<file path="src/rtl/hazard_track_pkg.sv">
// Shared constants and slot layout for the MEM/WB destination tracker.
// Holds register-index width, slot layout, zero-register and forwarding codes.
package hazard_track_pkg;

    localparam int REG_AW_DEF = 5;

    // Slot layout, MSB first: {rd, regwrite, memread, valid}
    typedef struct packed {
        logic [REG_AW_DEF-1:0] rd;
        logic                  regwrite;
        logic                  memread;
        logic                  valid;
    } slot_t;

    localparam int SLOT_W      = REG_AW_DEF + 3;
    localparam int SLOT_VALID  = 0;
    localparam int SLOT_MEMRD  = 1;
    localparam int SLOT_REGWR  = 2;
    localparam int SLOT_RD_LSB = 3;

    localparam int ZERO_REG = 0;

    // Forwarding source select encodings
    localparam logic [1:0] FWD_RF  = 2'b00;
    localparam logic [1:0] FWD_WB  = 2'b01;
    localparam logic [1:0] FWD_MEM = 2'b10;

endpackage

</file>
<file path="src/rtl/hazard_slot.sv">
// One pipeline slot register (load / bubble / hold) for rd tracking.
// Ports: clk, rst_n, i_load, i_bubble, i_rd/regwrite/memread/valid in, o_* out.
module hazard_slot
    import hazard_track_pkg::*;
#(
    parameter int REG_AW = REG_AW_DEF
) (
    input  logic              clk,
    input  logic              rst_n,
    input  logic              i_load,
    input  logic              i_bubble,
    input  logic [REG_AW-1:0] i_rd,
    input  logic              i_regwrite,
    input  logic              i_memread,
    input  logic              i_valid,
    output logic [REG_AW-1:0] o_rd,
    output logic              o_regwrite,
    output logic              o_memread,
    output logic              o_valid
);

    logic [REG_AW-1:0] r_rd;
    logic              r_regwrite;
    logic              r_memread;
    logic              r_valid;

    logic              w_rd_nz;

    // A write to x0 is architecturally dead, so never advertise it
    assign w_rd_nz = (i_rd != REG_AW'(ZERO_REG));

    always_ff @(posedge clk or negedge rst_n) begin
        if (!rst_n) begin
            r_rd       <= '0;
            r_regwrite <= 1'b0;
            r_memread  <= 1'b0;
            r_valid    <= 1'b0;
        end else if (i_load) begin
            // Store already-qualified fields so a bubble reads as all zero
            r_rd       <= i_valid ? i_rd : '0;
            r_regwrite <= i_valid & i_regwrite & w_rd_nz;
            r_memread  <= i_valid & i_memread;
            r_valid    <= i_valid;
        end else if (i_bubble) begin
            r_rd       <= '0;
            r_regwrite <= 1'b0;
            r_memread  <= 1'b0;
            r_valid    <= 1'b0;
        end
    end

    assign o_rd       = r_rd;
    assign o_regwrite = r_regwrite;
    assign o_memread  = r_memread;
    assign o_valid    = r_valid;

endmodule

</file>
<file path="src/rtl/hazard_track.sv">
// MEM/WB destination tracker and load-use hazard detector.
// Optional counters: define HAZARD_TRACK_STALL_CNT_EN for stall_cnt/memstall_cnt.
module hazard_track
    import hazard_track_pkg::*;
#(
    parameter int REG_AW = REG_AW_DEF
) (
    input  logic              clk,
    input  logic              rst_n,
    input  logic              ID_valid,
    input  logic [REG_AW-1:0] ID_rs1,
    input  logic [REG_AW-1:0] ID_rs2,
    input  logic              EX_valid,
    input  logic [REG_AW-1:0] EX_rd,
    input  logic              EX_regwrite,
    input  logic              EX_memread,
    input  logic              flush_ex,
    input  logic              mem_stall,
    output logic [REG_AW-1:0] MEM_rd,
    output logic              MEM_regwrite,
    output logic              MEM_memread,
    output logic [REG_AW-1:0] WB_rd,
    output logic              WB_regwrite,
    output logic              stall_id,
    output logic              bubble_ex,
    output logic [31:0]       stall_cnt,
    output logic [31:0]       memstall_cnt
);

    logic              r_pend_flush;
    logic              w_flush_eff;
    logic              w_adv;
    logic              w_hz;

    logic [REG_AW-1:0] w_mem_rd;
    logic              w_mem_rw;
    logic              w_mem_mr;
    logic              w_mem_v;
    logic [REG_AW-1:0] w_wb_rd;
    logic              w_wb_rw;
    logic              w_wb_mr;
    logic              w_wb_v;

    // A flush seen while MEM is frozen must still kill the EX
    // instruction that enters MEM on release
    assign w_flush_eff = flush_ex | r_pend_flush;
    assign w_adv       = ~mem_stall;

    always_ff @(posedge clk or negedge rst_n) begin
        if (!rst_n) begin
            r_pend_flush <= 1'b0;
        end else if (w_adv) begin
            r_pend_flush <= 1'b0;
        end else if (flush_ex) begin
            r_pend_flush <= 1'b1;
        end
    end

    hazard_slot #(.REG_AW(REG_AW)) u_mem (
        .clk        (clk),
        .rst_n      (rst_n),
        .i_load     (w_adv),
        .i_bubble   (1'b0),
        .i_rd       (EX_rd),
        .i_regwrite (EX_regwrite),
        .i_memread  (EX_memread),
        .i_valid    (EX_valid & ~w_flush_eff),
        .o_rd       (w_mem_rd),
        .o_regwrite (w_mem_rw),
        .o_memread  (w_mem_mr),
        .o_valid    (w_mem_v)
    );

    // WB takes a bubble while MEM is frozen so the retiring write
    // is presented exactly once
    hazard_slot #(.REG_AW(REG_AW)) u_wb (
        .clk        (clk),
        .rst_n      (rst_n),
        .i_load     (w_adv),
        .i_bubble   (mem_stall),
        .i_rd       (w_mem_rd),
        .i_regwrite (w_mem_rw),
        .i_memread  (w_mem_mr),
        .i_valid    (w_mem_v),
        .o_rd       (w_wb_rd),
        .o_regwrite (w_wb_rw),
        .o_memread  (w_wb_mr),
        .o_valid    (w_wb_v)
    );

    assign MEM_rd       = w_mem_rd;
    assign MEM_regwrite = w_mem_v & w_mem_rw;
    assign MEM_memread  = w_mem_v & w_mem_mr;
    assign WB_rd        = w_wb_rd;
    assign WB_regwrite  = w_wb_v & w_wb_rw & ~w_wb_mr | w_wb_v & w_wb_rw & w_wb_mr;

    assign w_hz = EX_valid & EX_memread & EX_regwrite
                & (EX_rd != REG_AW'(ZERO_REG))
                & ID_valid
                & ((EX_rd == ID_rs1) | (EX_rd == ID_rs2));

    // A taken branch kills the consumer, so no stall is needed
    assign stall_id  = w_hz & ~flush_ex;
    assign bubble_ex = w_hz & ~flush_ex;

`ifdef HAZARD_TRACK_STALL_CNT_EN
    logic [31:0] r_stall_cnt;
    logic [31:0] r_memstall_cnt;

    always_ff @(posedge clk or negedge rst_n) begin
        if (!rst_n) begin
            r_stall_cnt    <= '0;
            r_memstall_cnt <= '0;
        end else begin
            if (stall_id) begin
                r_stall_cnt <= r_stall_cnt + 32'd1;
            end
            if (mem_stall) begin
                r_memstall_cnt <= r_memstall_cnt + 32'd1;
            end
        end
    end

    assign stall_cnt    = r_stall_cnt;
    assign memstall_cnt = r_memstall_cnt;
`else
    assign stall_cnt    = 32'd0;
    assign memstall_cnt = 32'd0;
`endif

endmodule

</file>
<file path="config.mk">
export PLATFORM = sky130hd
export DESIGN_NAME = hazard_track
export DESIGN_NICKNAME = d
export VERILOG_FILES = /design/src/rtl/hazard_track_pkg.sv /design/src/rtl/hazard_slot.sv /design/src/rtl/hazard_track.sv
export SDC_FILE = /design/constraint.sdc
export NUM_CORES = 1
export LEC_CHECK = 0
export ABC_AREA = 1
export CAP_MARGIN = 20
export CELL_PAD_IN_SITES_DETAIL_PLACEMENT = 1
export CELL_PAD_IN_SITES_GLOBAL_PLACEMENT = 2
export CORE_ASPECT_RATIO = 0.6
export CORE_MARGIN = 5
export CORE_UTILIZATION = 14
export CTS_CLUSTER_SIZE = 20
export DETAILED_ROUTE_END_ITERATION = 7
export PLACE_DENSITY_LB_ADDON = 0.1
export SYNTH_ARGS = -nofsm -noshare
export SYNTH_HDL_FRONTEND = slang
export SYNTH_SLANG_ARGS = --single-unit
</file>
<file path="constraint.sdc">
create_clock -name clk -period 1 [get_ports clk]
set_input_delay 0.25 -clock clk [delete_from_list [all_inputs] [get_ports clk]]
set_output_delay 0.25 -clock clk [all_outputs]
set_load 0.01 [all_outputs]
</file>
==> results.json <==
{
  "timing.final.setup_violations": 20,
  "worst_setup_path_start_kind": "input port",
  "min_delay_path_depth": 4,
  "globalRouteTotalUtil_pct": 5.85,
  "reg2reg_from": "r_pend_flush$_DFFE_PN0P_",
  "cap_viol_max_count": 0,
  "achievable-frequency_ghz": 0.796,
  "rsz0062_at_grt": "yes",
  "initial_core_utilization_pct": 14.3,
  "final.period_utilization_pct": 126,
  "hold_viol": 0,
  "cts_tree": "yes",
  "timing.final.crit_period_ns": 1.26,
  "synth.largest_area_cell": "sky130_fd_sc_hd__buf_4",
  "cp.arrival_ns": 1.01,
  "run_status": "finished with violations",
  "postRouteAntennaNets": 0,
  "r2r_cells": 4,
  "dp_cells": 339,
  "detail_route.iter0.violations": 6,
  "drive_gt1_share_pct": 46.6,
  "layout.cell_area.non_filler_um2": 2010,
  "gr-total-overflow": 0,
  "ir_worst_vdd_uv": 469,
  "antennaDiodeCount": 0,
  "routed_via_density": 2.96,
  "cp_max_fo": 2,
  "num_vias": 1035,
  "ys_async_sr_fraction_pct": 100,
  "seq_area_frac_synth_pct": 30.9,
  "global_route_wire_length_before_repair_mm": 5.33,
  "hold_path_startpoint": "EX_memread",
  "post_synth_inst_count": 169,
  "floorplan.io_pins": 102,
  "critical_path_required_ns": 0.75,
  "area_growth_pct": 55.1,
  "yosys_warnings": 0,
  "ys_ff_latch": 16,
  "mappedNetlistArea_um2": 1290,
  "crit_type": "input port to output port",
  "die-area_um2": 11300,
  "synth_edf_count": 0,
  "post_synth.cell_area_avg_um2": 7.66,
  "holdPathEnd": "u_mem.o_memread$_DFFE_PN0N_",
  "final_max_slew_viols": 0,
  "placement.io_buffers": 37,
  "num_rows": 27,
  "p_leak_nw": 1.10,
  "regToRegEndpoint": "u_mem.o_regwrite$_DFFE_PN0N_",
  "violations": "setup timing",
  "clockRootBuffer": "sky130_fd_sc_hd__clkbuf_16",
  "gp_congestion": 0.643,
  "cp-end-kind": "output port",
  "place_hpwl_mm": 3.07,
  "grt_antenna_before_repair": 0,
  "synth_area_leaders": "sky130_fd_sc_hd__buf_4 38%, sky130_fd_sc_hd__dfrtp_1 31%, sky130_fd_sc_hd__nand2_1 7.5%, sky130_fd_sc_hd__inv_1 7.0%, sky130_fd_sc_hd__nor2_1 3.8%",
  "worst_hold_slack_ns": 0.345,
  "clock_tree.buffer_depth": 2,
  "die_h_um": 84.5,
  "post_dp_cell_area_um2": 1730,
  "synth_top_cells_by_count": "65 x sky130_fd_sc_hd__buf_4, 26 x sky130_fd_sc_hd__nand2_1, 24 x sky130_fd_sc_hd__inv_1, 16 x sky130_fd_sc_hd__dfrtp_1, 13 x sky130_fd_sc_hd__nor2_1",
  "first_global_vias": 1082,
  "finalWorstSetupSlack_ns": -0.256,
  "finish.net_count": 258,
  "aggregate_routed_wire_length_mm": 3.62,
  "layout.cells.non_filler": 350,
  "die_w_um": 134,
  "grt_start_max_net_pins": 17,
  "cts_hold_buf": 0,
  "routedWlPerCell_um": 10.3,
  "drtPass1Iterations": 4,
  "htree_num_levels": 1,
  "clock-sinks": 16,
  "worst_skew_pair.late_latency_ns": 0.25,
  "synth.distinct_cells": 20,
  "core_area_um2": 9090,
  "cts.reportedPaths.clkPinSlew_ns": 0.05,
  "post-synth-top-count-cell": "sky130_fd_sc_hd__buf_4",
  "rrSetupSlack_ns": -0.02,
  "timing.hold.worst.class": "input port to register",
  "synth_ff_type": "sky130_fd_sc_hd__dfrtp_1",
  "timing.clock.skew_ns": 0.00436,
  "synthDominantCellAreaShare_pct": 37.7,
  "p_per_area_nw_per_um2": 1050,
  "cts_buffers": 3,
  "post-route-drc-count": 0
}
-- metrics by stage --
stage	worst slack [ns]	TNS (ns)	utilization (%)	total power, mW
5_1_grt	-0.318	-2.16	22.1	2.21
6_report	-0.256	-1.05	22.1	2.10
3_5_place_dp	-1.25	-10.38	19.0	1.15
3_3_place_gp	-1.27	-10.52	19.0	1.15
4_1_cts	-0.280	-1.36	20.2	2.06
2_1_floorplan	-0.156	-0.160	-	1.09
-- state kept, by name (all words and copies together) (netlist names) --
name / flops
u_wb.o_rd: 5
u_mem.o_rd: 5
u_mem.o_regwrite: 1
u_mem.o_valid: 1
u_mem.o_memread: 1
u_wb.o_valid: 1
r_pend_flush: 1
u_wb.o_regwrite: 1
-- report_power, final --
group          leakage, nW  switching, mW  internal, mW
registers            0.219         0.0137         0.671
clock network       0.0442          0.265         0.608
logic                0.835          0.307         0.238
total                 1.10          0.586          1.52
-- cells by family (layout without fill, tap and decap cells) --
| logic type | Yosys count | after routing | share of synthesized area (%) |
|---|---|---|---|
| other | 1 | 64 | 0.290 |
| and+or+nand+nor | 48 | 48 | 16.1 |
| xor gates and xnor gates | 3 | 3 | 2.03 |
| DFF | 16 | 16 | 30.9 |
| AOI/OAI and AO/OA | 10 | 10 | 5.41 |
| buffers and inverters | 91 | 93 | 45.2 |
-- worst max-delay path by stage --
stage	from	endpoint	slack (ns)	cells past startpoint
3_3_place_gp	EX_rd[2]	bubble_ex	-1.27	8
5_1_grt	EX_rd[2]	bubble_ex	-0.32	8
2_1_floorplan	EX_rd[1]	stall_id	-0.16	5
6_report	ID_rs2[4]	bubble_ex	-0.26	5
4_1_cts	ID_rs2[0]	bubble_ex	-0.28	7
3_5_place_dp	EX_memread	bubble_ex	-1.25	6
-- per-layer routing --
metal  up-vias  routed length, um  global-route usage (%)
met5         -                  0                       0
met4         0                 12                   0.832
met3         2                335                    2.63
met2        45               1640                    8.80
met1       477               1640                    7.88
li1        511                  -                       -
-- area by class of cell --
| type | instances | area [um^2] |
|---|---|---|
| Clock buffer | 4 | 88.8 |
| Fill cell | 1068 | 7080 |
| Sequential cell | 16 | 400 |
| Tap cell | 116 | 145 |
| Multi-Input combinational cell | 125 | 684 |
| Timing Repair Buffer | 63 | 579 |
| Inverter | 26 | 110 |
-- placed cells by master (no fill, tap or decap), types with 2 or more instances in the layout --
master                          count
sky130_fd_sc_hd__o21ai_2            3
sky130_fd_sc_hd__buf_2             12
sky130_fd_sc_hd__o22ai_2            5
sky130_fd_sc_hd__buf_4             21
sky130_fd_sc_hd__clkbuf_16          3
sky130_fd_sc_hd__buf_12             3
sky130_fd_sc_hd__inv_1             15
sky130_fd_sc_hd__dlygate4sd2_1      2
sky130_fd_sc_hd__nand2_1           14
sky130_fd_sc_hd__inv_2              6
sky130_fd_sc_hd__buf_8              3
sky130_fd_sc_hd__nand3_2            2
sky130_fd_sc_hd__nor2_4             2
sky130_fd_sc_hd__nor2_1             7
sky130_fd_sc_hd__nand2_2           12
sky130_fd_sc_hd__nor2_2             4
sky130_fd_sc_hd__inv_4              5
sky130_fd_sc_hd__xnor2_2            2
sky130_fd_sc_hd__buf_6             19
sky130_fd_sc_hd__nand3_1            2
sky130_fd_sc_hd__conb_1            64
sky130_fd_sc_hd__dfrtp_1           16
-- worst max-delay path, stage by stage --
cell and delay, ns:
sky130_fd_sc_hd__clkdlybuf4s15_1 0.20, sky130_fd_sc_hd__xnor2_2 0.16, sky130_fd_sc_hd__nand3_1 0.10, sky130_fd_sc_hd__a21oi_2 0.14, sky130_fd_sc_hd__buf_2 0.15
-- timing repair --
item                                    CTS  global route
pin swaps                                26            20
endpoints found under the setup margin   30            28
resized for setup                       169            48
endpoints found under the hold margin     0             0
setup buffers                             8             0
Power figures use the tool's default switching activity.
